**src/rtl/spi_ram_ctrl.sv**
```systemverilog
// spi_ram_ctrl: SPI-slave-side RAM controller decoding framed command words into
// address-set / write / read operations, with optional pointer auto-increment and
// a post-reset memory clear sweep.
//   clk      in   clock, rising edge
//   rst      in   asynchronous active-high reset
//   rx_valid in   din holds a command word this cycle
//   din      in   [DATA_WIDTH+1:DATA_WIDTH] opcode, [DATA_WIDTH-1:0] payload
//   tx_valid out  one-cycle pulse per read, dout valid
//   dout     out  read data, held while tx_valid=0
//   busy     out  clear sweep in progress, commands dropped
module spi_ram_ctrl #(
    parameter int DATA_WIDTH     = 8,
    parameter int ADDR_WIDTH     = 8,
    parameter bit AUTO_INC       = 1'b1,
    parameter bit CLEAR_ON_RESET = 1'b1
) (
    input  logic                  clk,
    input  logic                  rst,
    input  logic                  rx_valid,
    input  logic [DATA_WIDTH+1:0] din,
    output logic                  tx_valid,
    output logic [DATA_WIDTH-1:0] dout,
    output logic                  busy
);
    localparam int DEPTH = 2 ** ADDR_WIDTH;

    typedef enum logic {S_CLEAR, S_IDLE} state_t;

    state_t                  state_q, state_d;
    logic [ADDR_WIDTH-1:0]   wr_ptr_q, wr_ptr_d;
    logic [ADDR_WIDTH-1:0]   rd_ptr_q, rd_ptr_d;
    logic [ADDR_WIDTH-1:0]   clr_cnt_q, clr_cnt_d;
    logic                    tx_valid_q, tx_valid_d;
    logic [DATA_WIDTH-1:0]   dout_q, dout_d;
    logic                    busy_q, busy_d;

    logic [DATA_WIDTH-1:0]   mem [DEPTH];
    logic                    mem_we;
    logic [ADDR_WIDTH-1:0]   mem_addr;
    logic [DATA_WIDTH-1:0]   mem_wdata;

    logic                    clearing, cmd_ok;
    logic [1:0]              op;
    logic                    is_waddr, is_wdata, is_raddr, is_rdata;

    always_comb begin
        clearing  = state_q == S_CLEAR;
        cmd_ok    = rx_valid && state_q == S_IDLE;
        op        = din[DATA_WIDTH+:2];
        is_waddr  = cmd_ok && op == 2'b00;
        is_wdata  = cmd_ok && op == 2'b01;
        is_raddr  = cmd_ok && op == 2'b10;
        is_rdata  = cmd_ok && op == 2'b11;
        wr_ptr_d  = is_waddr ? din[ADDR_WIDTH-1:0] :
                    (is_wdata && AUTO_INC) ? wr_ptr_q + 1'b1 : wr_ptr_q;
        rd_ptr_d  = is_raddr ? din[ADDR_WIDTH-1:0] :
                    (is_rdata && AUTO_INC) ? rd_ptr_q + 1'b1 : rd_ptr_q;
        // Counter wraps back to 0 after depth-1, ready for the next sweep.
        clr_cnt_d = clearing ? clr_cnt_q + 1'b1 : clr_cnt_q;
        state_d   = (clearing && clr_cnt_q == ADDR_WIDTH'(DEPTH - 1)) ? S_IDLE : state_q;
        busy_d    = state_d == S_CLEAR;
        tx_valid_d = is_rdata;
        dout_d    = is_rdata ? mem[rd_ptr_q] : dout_q;
        // Hold off the sweep write while reset is held so reset alone never touches mem.
        mem_we    = (clearing && !rst) || is_wdata;
        mem_addr  = clearing ? clr_cnt_q : wr_ptr_q;
        mem_wdata = clearing ? '0 : din[DATA_WIDTH-1:0];
    end

    always_ff @(posedge clk or posedge rst) begin
        if (rst) begin
            state_q    <= CLEAR_ON_RESET ? S_CLEAR : S_IDLE;
            wr_ptr_q   <= '0;
            rd_ptr_q   <= '0;
            clr_cnt_q  <= '0;
            tx_valid_q <= 1'b0;
            dout_q     <= '0;
            busy_q     <= CLEAR_ON_RESET;
        end else begin
            state_q    <= state_d;
            wr_ptr_q   <= wr_ptr_d;
            rd_ptr_q   <= rd_ptr_d;
            clr_cnt_q  <= clr_cnt_d;
            tx_valid_q <= tx_valid_d;
            dout_q     <= dout_d;
            busy_q     <= busy_d;
        end
    end

    always_ff @(posedge clk) begin
        if (mem_we) mem[mem_addr] <= mem_wdata;
    end

    assign tx_valid = tx_valid_q;
    assign dout     = dout_q;
    assign busy     = busy_q;
endmodule

```
**config.mk**
```make
export PLATFORM = sky130hd
export DESIGN_NAME = spi_ram_ctrl
export DESIGN_NICKNAME = d
export VERILOG_FILES = /design/src/rtl/spi_ram_ctrl.sv
export SDC_FILE = /design/constraint.sdc
export NUM_CORES = 2
export LEC_CHECK = 0
export BUFFER_PORTS_ARGS = -buffer_cell sky130_fd_sc_hd__buf_2
export CAP_MARGIN = 20
export CORE_AREA = 5 5 458 460
export DETAILED_ROUTE_END_ITERATION = 7
export DIE_AREA = 0 0 463 465
export GPL_ROUTABILITY_DRIVEN = 0
export PLACE_DENSITY_LB_ADDON = 0.25
export SKIP_CTS_REPAIR_TIMING = 1
export SLEW_MARGIN = 20
export SYNTH_ARGS = -nofsm -noshare
export SYNTH_HDL_FRONTEND = slang
export SYNTH_SLANG_ARGS = --single-unit
export TNS_END_PERCENT = 20
```
**constraint.sdc**
```tcl
create_clock -name clk -period 5.39 [get_ports clk]
set_clock_uncertainty 0.15 [all_clocks]
set_input_delay 0.539 -clock clk [delete_from_list [all_inputs] [get_ports clk]]
set_output_delay 0.539 -clock clk [all_outputs]
set_load 0.05 [all_outputs]
```
* Yosys cells after proc, flatten, opt, wreduce, memory -nomap -nowiden
Memory sizes are Yosys's and may differ from the RTL's. A register that Yosys moved wholly into a read port is not among the register bits.
Index checks and enable logic that the tools add are counted.
Widths: inputs -> output; s select.
** Operators by class
- Reductions and logical operators :: 12
- Bitwise operators :: 2
- Multiplexer cells :: 9
- $add $sub $neg :: 3
- Eq/ne operators :: 4
** Operators by type and width (count)
- $mux 8 :: 6
- $add 8x1->8 const B :: 3
- $eq 8x8->1 const B :: 1
- $logic_and 1x1->1 :: 7
- $eq 2x2->1 const B :: 2
- $reduce_bool 2->1 :: 2
- $mux 1 :: 3
- $eq 2x1->1 const B :: 1
- $logic_not 2->1 :: 1
- $not 1->1 :: 2
- $logic_not 1->1 :: 1
- $logic_or 1x1->1 :: 1
** Word-level totals
- Register bits after elaboration :: 27
- Output and inout bits :: 10
- RAM bits :: 2048
- Memories :: 1
- Bits of input ports :: 13
- Logic and storage cells :: 37
** Memories
- mem :: words 256, width 8, rd ports 1, clocked after memory_dff 1, wr ports 1, line 37 : logic [DATA_WIDTH-1:0] mem [DEPTH];

* Logic depth before layout (Yosys ltp)
- Word-level depth :: 5
- Gate-level depth with buffers :: 13

* Least setup slack after synthesis
OpenSTA, ideal clock, no wires.
- Path kind :: reg2reg
- From :: reg state_q
- To :: mem mem[0][0] (data pin)
- Setup time :: 0.867 ns
- Arrival :: 4.680 ns
- Setup slack :: -0.307 ns
- Stages on the path, launching flop included :: 6
- Buffers on the path :: 4
- Clock period less this slack :: 5.697 ns
- Cells stage by stage :: dfrtp_1 > clkbuf_1 > clkbuf_1 > clkbuf_1 > clkbuf_1 > and2_1
** Between the ends
- Longest elaborated chain between the ends :: 1
** Ends and longest elaborated chain
- from (decl) :: line 29 : state_t state_q, state_d;
- from (signal assigned) :: line 72 : state_q <= CLEAR_ON_RESET ? S_CLEAR : S_IDLE;
- from (signal assigned) :: line 80 : state_q <= state_d;
- $mux 8 :: line 67 : mem_wdata = clearing ? '0 : din[DATA_WIDTH-1:0];
- via mem_wdata[0] :: line 40 : logic [DATA_WIDTH-1:0] mem_wdata;
- to (decl) :: line 37
The timed path passes the listed nets, and every way through them passes these cells.

==> flow_metrics.tcl <==
set metrics [dict create \
    status "finished, final reports clean" \
    synth_top_family_by_area "multiplexers" \
    swShare 0.194 \
    routed_wl_um 215000 \
    wire_per_inst_um 31.1 \
    worstSkewPairLatency_ns 0.86 \
    core-area_um2 206000 \
    rsz0062_at_grt "false" \
    synth_edf_count 2048 \
    num_vias 39900 \
    synthAdderAreaFrac 0.000461 \
    drive_gt1_frac 0.249 \
    arrival_ns 4.92 \
    max_stage_delay_ns 1.08 \
    busiest_layer "met2" \
    finalCritPeriodShare 0.803 \
    ys_seq_area_frac 0.767 \
    p_seq_frac 0.554 \
    synth_compound_area_frac 0.0255 \
    finalHoldViolations 0 \
    critPathBufInv 1 \
    rows 167 \
    grt_usage 0.198 \
    htreeDepth 4 \
    comb_power_share 0.001 \
    cts.sink_count 2083 \
    cts_tree "built" \
    end_kind "flop" \
    crit_type "flop to flop" \
    synthSimpleGateAreaFrac 0.0263 \
    ys_async_sr_fraction 0.0168 \
    place_area_um2 85300 \
    grt_max_degree 201 \
    leakage_nw 22.3 \
    cp.required_ns 5.98 \
    stdcell_area_um2 92100 \
    switchingPower_mw 6.14 \
    stdcell_count 6917 \
    grt_util_met3 0.0367 \
    grt_pass1_wl_um 309000 \
    pre_cts_ws_ns 1.01 \
    worstPathMaxFanout 35 \
    utilization 0.448 \
    cap_violations 0 \
    yosysTopAreaCell "edfxtp_1" \
    finalSetupTns_ns 0 \
    yosysUniqueCellTypes 60 \
    vdd_drop_max_mv 0.361 \
    synth.top_cell.area_share 0.756 \
    finalCriticalPeriod_ns 4.33 \
    met1_usage 0.280 \
    drc 0 \
    critical_path.cell_chain "buf_4, mux4_2, mux2i_1, o22ai_1, nor4bb_1, a31oi_1, a32o_1" \
    cpMaxStageDelayCell "dfrtp_4" \
    synth_top_flop_cell "edfxtp_1" \
    synthXorXnorAreaFrac 0.000754 \
    syn_avg_cell_area_um2 21.1 \
    synth_area_leaders "edfxtp_1 (76%), mux4_2 (14%), mux2i_1 (2.1%)" \
    yosys-top-cells-count "edfxtp_1 (2048), mux4_2 (513), nor2_1 (290), mux2i_1 (170), clkbuf_1 (113)" \
    drt_iter0_drc 4358 \
    ys_ff_latch 2083 \
    grt_use_met2 0.313 \
    yosysWarnings 0 \
    synth_cells 3854 \
    place_hpwl_um 130000 \
    final_max_slew_viol_count 0 \
    cts.reportedPaths.clkPinSlew_ns 0.06 \
    maxSlewHeadroom 0.167 \
    power.density_nw_per_um2 343 \
    clk_path_buf_depth 3 \
    intPower_mw 25.5 \
    die-area_um2 215000 \
    gr-total-overflow 0 \
    start_kind "flop" \
    finish.net_count 4050 \
    portBuffers 22 \
    dp_cells 6516 \
    min_path_type "input pin to flop" \
    tightest_slew_ns 1.22 \
    syn_nets 3870 \
    die_w_um 463 \
    syn_to_final_growth_pct 13.2 \
    setup_viol 0 \
    grt_pass1_vias 40500 \
    synth.most_common_cell "edfxtp_1" \
    ant_nets 0 \
    clockRootBuffer "clkbuf_16" \
    setup_slack_ns 1.06 \
    synthMuxAreaShare 0.165 \
    dr.pass1.iters 6 \
    pin_count 23 \
    antenna_found_initial 4 \
    netlist_area_um2 81400 \
    fp.dieH_um 465 \
    critical_path.top_delay_family "flip-flops" \
    power.share.clock 0.445 \
    numCtsBuffers 210 \
    initial_core_util 0.396 \
    fmax_mhz 231 \
    via_per_inst 5.77 \
]
[cells in the final DEF, fill, tap and decap left out, types with 20 or more instances in the layout]
cell type,netlist,layout
buf_2,46,22
buf_12,0,24
a21oi_1,75,75
o21ai_0,47,47
clkinv_2,0,34
clkinv_1,2,50
nand3_1,39,27
mux4_2,513,513
nand2_1,110,110
a22oi_1,26,26
clkbuf_16,0,215
edfxtp_1,2048,2048
dfrtp_1,34,29
mux2i_1,170,170
clkbuf_1,113,53
nor2_1,290,288
buf_4,24,138
o221ai_1,22,22
a221oi_1,20,20
o22ai_1,26,26
[power by group through the flow]
stage               combinational, mW  clock (mW)  sequential (mW)
detailed placement             0.0391           0             17.9
CTS                            0.0391        14.3             17.5
global placement               0.0386           0             17.9
global route                   0.0457        15.0             17.5
finish                         0.0434        14.1             17.5
floorplan                      0.0137           0             17.9
[logic make-up (layout without fill, tap and decap cells)]
logic type	Yosys count	count (layout)
other cells	0	5
fa+ha+maj	3	3
xor+xnor	7	7
flops	2083	2083
mux	700	700
simple gates	509	509
compound gates	307	307
buf+inv	245	599
[flip-flops by register name, summed over array words and instances (netlist names)]
register,flops
busy,1
clr_cnt_q,8
dout,8
mem,2048
rd_ptr_q,8
state_q,1
tx_valid,1
wr_ptr_q,8
[worst paths after layout]
path                                end          from  slack, ns  cells after the start
setup reg to reg                dout[3]   rd_ptr_q[0]       1.06                      7
hold reg to reg            clr_cnt_q[7]  clr_cnt_q[7]       0.41                      1
min in group asynchronous      tx_valid           rst       0.28                      4
hold / removal              rd_ptr_q[4]        din[8]       0.06                      4
max in group asynchronous   rd_ptr_q[1]           rst       4.38                      4
setup / recovery                dout[3]   rd_ptr_q[0]       1.06                      7
[cell type report]
cell class | instances | area [um2]
Tap cell | 2704 | 3380
Fill cell | 17400 | 114000
Sequential cell | 2083 | 62400
Inverter | 19 | 78.8
Antenna cell | 5 | 12.5
Multi-Input combinational cell | 1526 | 17900
Clock buffer | 268 | 5580
Clock inverter | 118 | 1000
Timing Repair Buffer | 194 | 1760
[stage by stage]
step	hold WS [ns]	total power, mW
floorplan	0.355	17.9
global placement	0.389	17.9
detailed placement	0.399	17.9
CTS	-0.320	31.9
global route	0.0288	32.6
finish	0.0648	31.6
[worst min-delay path, cell delays in order]
cell     delay, ns
buf_2         0.14
inv_1         0.10
a21oi_1       0.15
o22ai_1       0.09
[layer usage]
layer / vias to the layer above / part of all wire
li1: 16400 / -
met1: 21500 / 0.41
met3: 361 / 0.074
met4: 0 / 0.034
met5: - / 0
met2: 1630 / 0.48
Note: power is estimated with default switching activity, not from simulation.
